==> config.mk <==
export PLATFORM = sky130hd
export DESIGN_NAME = debounce_v3
export DESIGN_NICKNAME = d
export VERILOG_FILES = /design/src/rtl/debounce_v3.sv
export SDC_FILE = /design/constraint.sdc
export NUM_CORES = 1
export LEC_CHECK = 0
export ABC_AREA = 1
export ABC_CLOCK_PERIOD_IN_PS = 1300
export BUFFER_PORTS_ARGS = -buffer_cell sky130_fd_sc_hd__buf_2
export CORE_UTILIZATION = 35
export CTS_CLUSTER_DIAMETER = 60
export DETAILED_ROUTE_END_ITERATION = 10
export GPL_ROUTABILITY_DRIVEN = 0
export PLACE_DENSITY = 0.63
export SKIP_LAST_GASP = 1
export SYNTH_ARGS = -nofsm -noshare
export SYNTH_HDL_FRONTEND = slang
export SYNTH_SLANG_ARGS = --single-unit
==> constraint.sdc <==
create_clock -name clk -period 1.3 [get_ports clk]
set_input_delay 0.195 -clock clk [delete_from_list [all_inputs] [get_ports clk]]
set_output_delay 0.195 -clock clk [all_outputs]
set_load 0.05 [all_outputs]
==> src/rtl/debounce_v3.sv <==
`timescale 1ns/1ps
// debounce_v3: multi-channel contact debouncer.
// Each raw input is synchronised, sampled on a shared prescaled tick, and
// the debounced level flips only after STABLE_TICKS consecutive ticks at
// the new level. Registered edge pulses (rise/fall) and an optional
// long-press pulse are produced per channel.
//
// Ports:
//   clk         rising-edge clock
//   arst        asynchronous active-high reset
//   ena         clock enable for prescaler, counters and pulses
//   in          raw asynchronous inputs, WIDTH bits
//   out         debounced levels
//   rise/fall   one-cycle pulses coincident with the out change
//   long_press  one-cycle pulse after LONG_TICKS ticks of continuous high out
//
// Per-channel state (no enumerated FSM; the channel state is the pair
// out level / stability count):
//   state                     | meaning
//   out==s, cnt=0             | idle, input agrees with output
//   out!=s, cnt<STABLE_TICKS-1| candidate new level, counting ticks
//   flip                      | last required tick, out takes s, pulse
module debounce_v3 #(
   parameter int WIDTH        = 1,
   parameter int SYNC_STAGES  = 2,
   parameter int PRESCALE     = 16,
   parameter int STABLE_TICKS = 8,
   parameter int LONG_TICKS   = 0,
   parameter int INIT_LEVEL   = 0
) (
   input  logic             clk,
   input  logic             arst,
   input  logic             ena,
   input  logic [WIDTH-1:0] in,
   output logic [WIDTH-1:0] out,
   output logic [WIDTH-1:0] rise,
   output logic [WIDTH-1:0] fall,
   output logic [WIDTH-1:0] long_press
);

   localparam int PS_W = (PRESCALE > 1) ? $clog2(PRESCALE) : 1;
   localparam int ST_W = $clog2(STABLE_TICKS + 1);
   localparam logic [PS_W-1:0] PS_LAST = PS_W'(PRESCALE - 1);
   localparam logic [PS_W-1:0] PS_ONE  = PS_W'(1);
   localparam logic [ST_W-1:0] ST_LAST = ST_W'(STABLE_TICKS - 1);
   localparam logic [ST_W-1:0] ST_ONE  = ST_W'(1);
   localparam logic INIT_BIT = (INIT_LEVEL != 0);

   if (SYNC_STAGES < 2 || SYNC_STAGES > 4) begin : g_bad_sync
      $error("debounce_v3: SYNC_STAGES must be in 2..4");
   end

   // Synchroniser runs every cycle, independent of ena.
   logic [WIDTH-1:0] sync_q [SYNC_STAGES];
   logic [WIDTH-1:0] s;

   always_ff @(posedge clk or posedge arst) begin
      if (arst) begin
         for (int k = 0; k < SYNC_STAGES; k++) begin
            sync_q[k] <= {WIDTH{INIT_BIT}};
         end
      end else begin
         sync_q[0] <= in;
         for (int k = 1; k < SYNC_STAGES; k++) begin
            sync_q[k] <= sync_q[k-1];
         end
      end
   end

   assign s = sync_q[SYNC_STAGES-1];

   // Shared sample-tick prescaler.
   logic [PS_W-1:0] ps_q;
   logic            tick;

   assign tick = ena && (ps_q == PS_LAST);

   always_ff @(posedge clk or posedge arst) begin
      if (arst) begin
         ps_q <= '0;
      end else if (tick) begin
         ps_q <= '0;
      end else if (ena) begin
         ps_q <= ps_q + PS_ONE;
      end
   end

   for (genvar i = 0; i < WIDTH; i++) begin : g_ch
      logic            out_q;
      logic            rise_q;
      logic            fall_q;
      logic            lp_q;
      logic [ST_W-1:0] cnt_q;
      logic            flip;

      // Tick on which out takes the new level.
      assign flip = tick && (s[i] != out_q) && (cnt_q == ST_LAST);

      always_ff @(posedge clk or posedge arst) begin
         if (arst) begin
            out_q  <= INIT_BIT;
            cnt_q  <= '0;
            rise_q <= 1'b0;
            fall_q <= 1'b0;
         end else begin
            rise_q <= 1'b0;
            fall_q <= 1'b0;
            if (tick) begin
               if (s[i] == out_q) begin
                  // Any agreeing tick restarts the window.
                  cnt_q <= '0;
               end else if (cnt_q == ST_LAST) begin
                  out_q  <= s[i];
                  cnt_q  <= '0;
                  rise_q <= s[i];
                  fall_q <= ~s[i];
               end else begin
                  cnt_q <= cnt_q + ST_ONE;
               end
            end
         end
      end

      if (LONG_TICKS > 0) begin : g_long
         localparam int LT_W = $clog2(LONG_TICKS + 1);
         localparam logic [LT_W-1:0] LT_MAX = LT_W'(LONG_TICKS);
         localparam logic [LT_W-1:0] LT_PEN = LT_W'(LONG_TICKS - 1);
         localparam logic [LT_W-1:0] LT_ONE = LT_W'(1);
         logic [LT_W-1:0] hold_q;

         always_ff @(posedge clk or posedge arst) begin
            if (arst) begin
               hold_q <= '0;
               lp_q   <= 1'b0;
            end else begin
               lp_q <= 1'b0;
               if (tick) begin
                  // Any level change or a low output restarts the hold time.
                  if (flip || !out_q) begin
                     hold_q <= '0;
                  end else if (hold_q != LT_MAX) begin
                     // Saturation at LT_MAX gives one pulse per high period.
                     hold_q <= hold_q + LT_ONE;
                     lp_q   <= (hold_q == LT_PEN);
                  end
               end
            end
         end
      end else begin : g_no_long
         assign lp_q = 1'b0;
      end

      assign out[i]        = out_q;
      assign rise[i]       = rise_q;
      assign fall[i]       = fall_q;
      assign long_press[i] = lp_q;
   end

endmodule

After elaboration in Yosys (flattened, before gate mapping)
Cells that the tools add are included.
{"block": "classes", "n_addsub": 2, "eq_ne": 3, "mux": 10, "bitwise": 2, "n_reduce_logical": 3}
{"cell": "two-way mux 4 bit", "count": 4}
{"cell": "adder 4 x 1 -> 4 bit (second input constant)", "count": 2}
{"cell": "two-way mux 1 bit", "count": 6}
{"cell": "equality test 4 x 3 -> 1 bit (second input constant)", "count": 1}
{"cell": "equality test 4 bit (second input constant)", "count": 1}
{"cell": "AND reduction 3 bit", "count": 1}
{"cell": "NOT 1 bit", "count": 2}
{"cell": "nonzero test 2 bit", "count": 1}
{"cell": "equality test 1 bit", "count": 1}
{"cell": "logical AND 1 bit", "count": 1}
{"block": "totals", "regBits": 13, "input_bits": 4, "elab_cells": 27}

Depth between registers and ports, before layout
{"block": "logic_depth", "word_depth": 4, "ltp_mapped": 6, "depth_no_buf": 6}

Least setup slack after synthesis
OpenSTA, ideal clock, no wires.
{"block": "synth_timing", "kind": "register to register", "startpoint": "register g_ch[0].out_q (netlist: out)", "endpoint": "register g_ch[0].out_q (netlist: out)", "arrival_time_ns": 1.061, "slack_ns": 0.120, "path_stages_with_launch": 6, "path_buffers": 0, "cell_sequence": "dfrtp_1 > nand2_1 > nand2_1 > nand3_1 > nand2_1 > nand2_1"}
{"block": "synth_between", "elab_chain_len": 3}
{"element": "start, declared", "line_no": "89", "rtl": "logic out_q;"}
{"element": "start signal, assigned", "line_no": "113", "rtl": "out_q <= s[i];"}
{"element": "equality test 1 bit", "line_no": "109", "rtl": "if (s[i] == out_q) begin"}
{"element": "NOT 1 bit (no source line)"}
{"element": "AND reduction 3 bit (no source line)"}
No other way between the ends.
A chain may end at the register's enable or synchronous reset.

Worst setup path after layout
{"block": "layout_timing", "startpoint": "register ps_q[0]", "endpoint": "register g_ch[0].out_q (netlist: out)"}
{"block": "layout_between", "elab_chain_len": 3}
{"element": "start, declared", "line_no": "73", "rtl": "logic [PS_W-1:0] ps_q;"}
{"element": "start signal, assigned", "line_no": "84", "rtl": "ps_q <= ps_q + PS_ONE;"}
{"element": "equality test 4 bit", "line_no": "76", "rtl": "assign tick = ena && (ps_q == PS_LAST);"}
{"element": "logical AND 1 bit", "line_no": "76"}
{"element": "AND reduction 3 bit (no source line)"}
No other way between the ends.

==> impl_metrics.py <==
metrics = {
    "die": {
        "die_width_um": 43.9,
        "rows": 14,
        "boundaryPins": 8,
        "initial_util": 0.390,
        "die_h_um": 43.9,
        "die_area_um2": 1930,
        "core_area_um2": 1580,
    },
    "clock_tree": {
        "number_of_buffers_created_by_cts": 3,
        "cts_tree": "yes",
        "htreeDepth": 1,
        "cts.clk_slew.worst_paths_ns": 0.08,
        "clkLatencyLatePin_ns": 0.28,
        "cts_num_sinks": 13,
        "max-clock-path-buffers": 2,
        "cts.root.buffer_cell": "sky130_fd_sc_hd__clkbuf_4",
    },
    "layout": {
        "layout-drive-gt1-share": 0.234,
        "flow.area_growth_from_synthesis_pct": 17.5,
        "layout_commonest_cell": "sky130_fd_sc_hd__nand2_1",
        "antenna_cells_inserted": 0,
        "finalNetCount": 84,
        "final_util": 0.458,
        "commonest_cells_after_routing_fill_and_taps_aside": "sky130_fd_sc_hd__nand2_1 (14), sky130_fd_sc_hd__dfrtp_1 (13), sky130_fd_sc_hd__inv_1 (8)",
        "finish.cell_count_without_fillers": 93,
    },
    "run_status": {
        "status": "finished clean",
    },
    "global_routing": {
        "number_of_global_route_vias_before_repair": 417,
        "grt_start_max_net_pins": 14,
        "track_usage": 0.130,
        "first_pass_grt_wire_length_um": 1750,
        "number_of_antenna_violations_at_the_first_check_in_global_routing": 0,
        "globalRoute.totalOverflow": 0,
    },
    "power_and_ir_drop": {
        "static_leakage_power_nw": 0.391,
        "power.ir.vdd_worst_mv": 1.11,
        "total_power_mw": 1.27,
        "power_density_nw_per_um2": 1760,
    },
    "worst_setup_path": {
        "regToRegEndpoint": "out$_DFFE_PP0P_",
        "crit_type": "reg2reg",
        "crit_path_max_fanout": 9,
        "r2r.worst_path.cells": 6,
        "cp_data_arrival_time_ns": 1.35,
        "worst-endpoint-required_ns": 1.47,
        "worst_flop_to_flop_path_startpoint": "ps_q[0]$_DFFE_PP0P_",
        "timing.critical_path.to_type": "flop",
        "reg2reg_setup_slack_ns": 0.12,
        "worstSetupStartpointType": "flop",
    },
    "yosys": {
        "yosys_register_bits": 13,
        "syn-num-nets": 70,
        "post_synth.cell_area_avg_um2": 9.60,
        "syn-cell-area_um2": 614,
        "synthDistinctLibCells": 19,
        "synthCells": 64,
        "seq_area_frac_synth": 0.530,
        "synthesis.yosys.warnings": 0,
    },
    "drt": {
        "avgViaCountPerCell": 4.76,
        "drc": 0,
        "drt_first_iter_violations": 2,
        "vias_post_dr": 443,
        "drtPass1Iterations": 3,
        "routed_wirelength_um": 974,
        "routed_wire_length_per_instance_um": 10.5,
        "detail-route-antenna-nets": 0,
    },
    "min_path": {
        "hold_path_depth": 2,
        "min_from": "ena",
        "min-delay-path-class": "in2reg",
        "hold_path_end": "ps_q[1]$_DFFE_PP0P_",
    },
    "sta": {
        "final_report_setup_violation_count": 0,
        "count_of_endpoints_failing_hold_in_the_final_timing_report": 0,
        "grt_setup_unrepaired": "no",
        "slew_viol_final": 0,
        "share_of_the_clock_period_used_by_the_worst_path_after_layout": 0.908,
        "fmax_mhz": 847,
        "fin_worst_skew_ns": 0.000936,
        "setup-tns-final_ns": 0,
        "final_period_minus_worst_setup_slack_ns": 1.18,
    },
    "placement": {
        "io_buffer_count": 6,
        "detailedPlacementHpwl_um": 700,
        "dp.cells": 86,
    },
    "run": {
        "maxCapViolations": 0,
    },
}
==> cells in the mapped netlist <==
| cell | number | area (um^2) |
|---|---|---|
| sky130_fd_sc_hd__inv_2 | 1 | 3.75 |
| sky130_fd_sc_hd__buf_4 | 1 | 7.51 |
| sky130_fd_sc_hd__dfrtp_1 | 13 | 325 |
| sky130_fd_sc_hd__nor2_8 | 1 | 20.0 |
| sky130_fd_sc_hd__conb_1 | 1 | 3.75 |
| sky130_fd_sc_hd__ha_1 | 2 | 25.0 |
| sky130_fd_sc_hd__inv_1 | 8 | 30.0 |
| sky130_fd_sc_hd__nor2_1 | 5 | 18.8 |
| sky130_fd_sc_hd__nand2_1 | 14 | 52.6 |
| sky130_fd_sc_hd__xnor2_1 | 2 | 17.5 |
| sky130_fd_sc_hd__nand2_4 | 1 | 11.3 |
| sky130_fd_sc_hd__xor2_1 | 1 | 8.76 |
| sky130_fd_sc_hd__o21ai_0 | 1 | 5.00 |
| sky130_fd_sc_hd__mux2_2 | 1 | 11.3 |
| sky130_fd_sc_hd__o21ai_1 | 1 | 5.00 |
| sky130_fd_sc_hd__nand4_1 | 3 | 18.8 |
| sky130_fd_sc_hd__nand3_2 | 1 | 10.0 |
| sky130_fd_sc_hd__nand3_1 | 5 | 25.0 |
| sky130_fd_sc_hd__o21bai_1 | 2 | 15.0 |
==> registers in the layout, summed over array words and instances (netlist names) <==
name / flops
rise: 1
sync_q: 1
fall: 1
s: 1
out: 1
g_ch.cnt_q: 4
ps_q: 4
==> worst max-delay path, stage by stage, from the launching register on <==
cell and delay (ns):
sky130_fd_sc_hd__dfrtp_1 0.37, sky130_fd_sc_hd__ha_1 0.20, sky130_fd_sc_hd__nand2_4 0.09, sky130_fd_sc_hd__nor2_8 0.18, sky130_fd_sc_hd__nand3_1 0.12, sky130_fd_sc_hd__nand2_1 0.07, sky130_fd_sc_hd__nand2_1 0.05
==> routing by layer <==
metal,share of wire,vias to the layer above,GRT usage
li1,-,227,-
met1,0.46,205,0.147
met2,0.47,7,0.200
met3,0.038,4,0.0625
met4,0.026,0,0.0727
met5,0,-,0
==> stage by stage <==
| step | area (um^2) | worst slack (ns) | hold WS, ns |
|---|---|---|---|
| floorplan | 614 | 0.120 | 0.0720 |
| global route | 722 | 0.00192 | 0.253 |
| CTS | 702 | 0.0830 | 0.00653 |
| global placement | 664 | 0.159 | 0.244 |
| detailed placement | 664 | 0.100 | 0.246 |
| finish | 722 | 0.120 | 0.258 |
==> logic make-up after synthesis <==
family,share of synthesized area
mux,0.0183
compound gates,0.0407
xor+xnor,0.0428
buf+inv,0.0672
fa+ha+maj,0.0407
flops,0.530
other cells,0.00610
simple gates,0.255
==> where the power goes <==
group / total, mW / switching (mW) / leakage, nW / internal (mW)
combinational: 0.406 / 0.206 / 0.210 / 0.200
sequential: 0.613 / 0.0965 / 0.163 / 0.517
clock: 0.250 / 0.136 / 0.0177 / 0.114
total: 1.27 / 0.438 / 0.391 / 0.832
==> how the worst max path moves through the flow <==
stage	slack, ns	start	end
3_5_place_dp	0.1	ps_q[0]$_DFFE_PP0P_	out$_DFFE_PP0P_
4_1_cts	0.08	ps_q[0]$_DFFE_PP0P_	out$_DFFE_PP0P_
3_3_place_gp	0.16	ps_q[0]$_DFFE_PP0P_	out$_DFFE_PP0P_
6_report	0.12	ps_q[0]$_DFFE_PP0P_	out$_DFFE_PP0P_
5_1_grt	0.002	g_ch[0].cnt_q[1]$_DFFE_PP0P_	out$_DFFE_PP0P_
2_1_floorplan	0.12	out$_DFFE_PP0P_	out$_DFFE_PP0P_
==> final cells by class <==
cell class	instances	area (um^2)
multi-input cells	41	250
clock buffers	3	22.5
inverters	9	33.8
flip-flops and latches	13	325
fillers	157	855
repair buffers	10	65.1
clock inverters	1	5.00
well taps	16	20.0
==> what timing repair did <==
action / 4_1_cts / 5_1_grt
gates resized for setup: 0 / 1
endpoints found under the setup margin: 0 / 1
hold buffers: 1 / 1
hold endpoints to repair: 13 / 1
setup buffers: 0 / 1
Power figures use the tool's default switching activity.
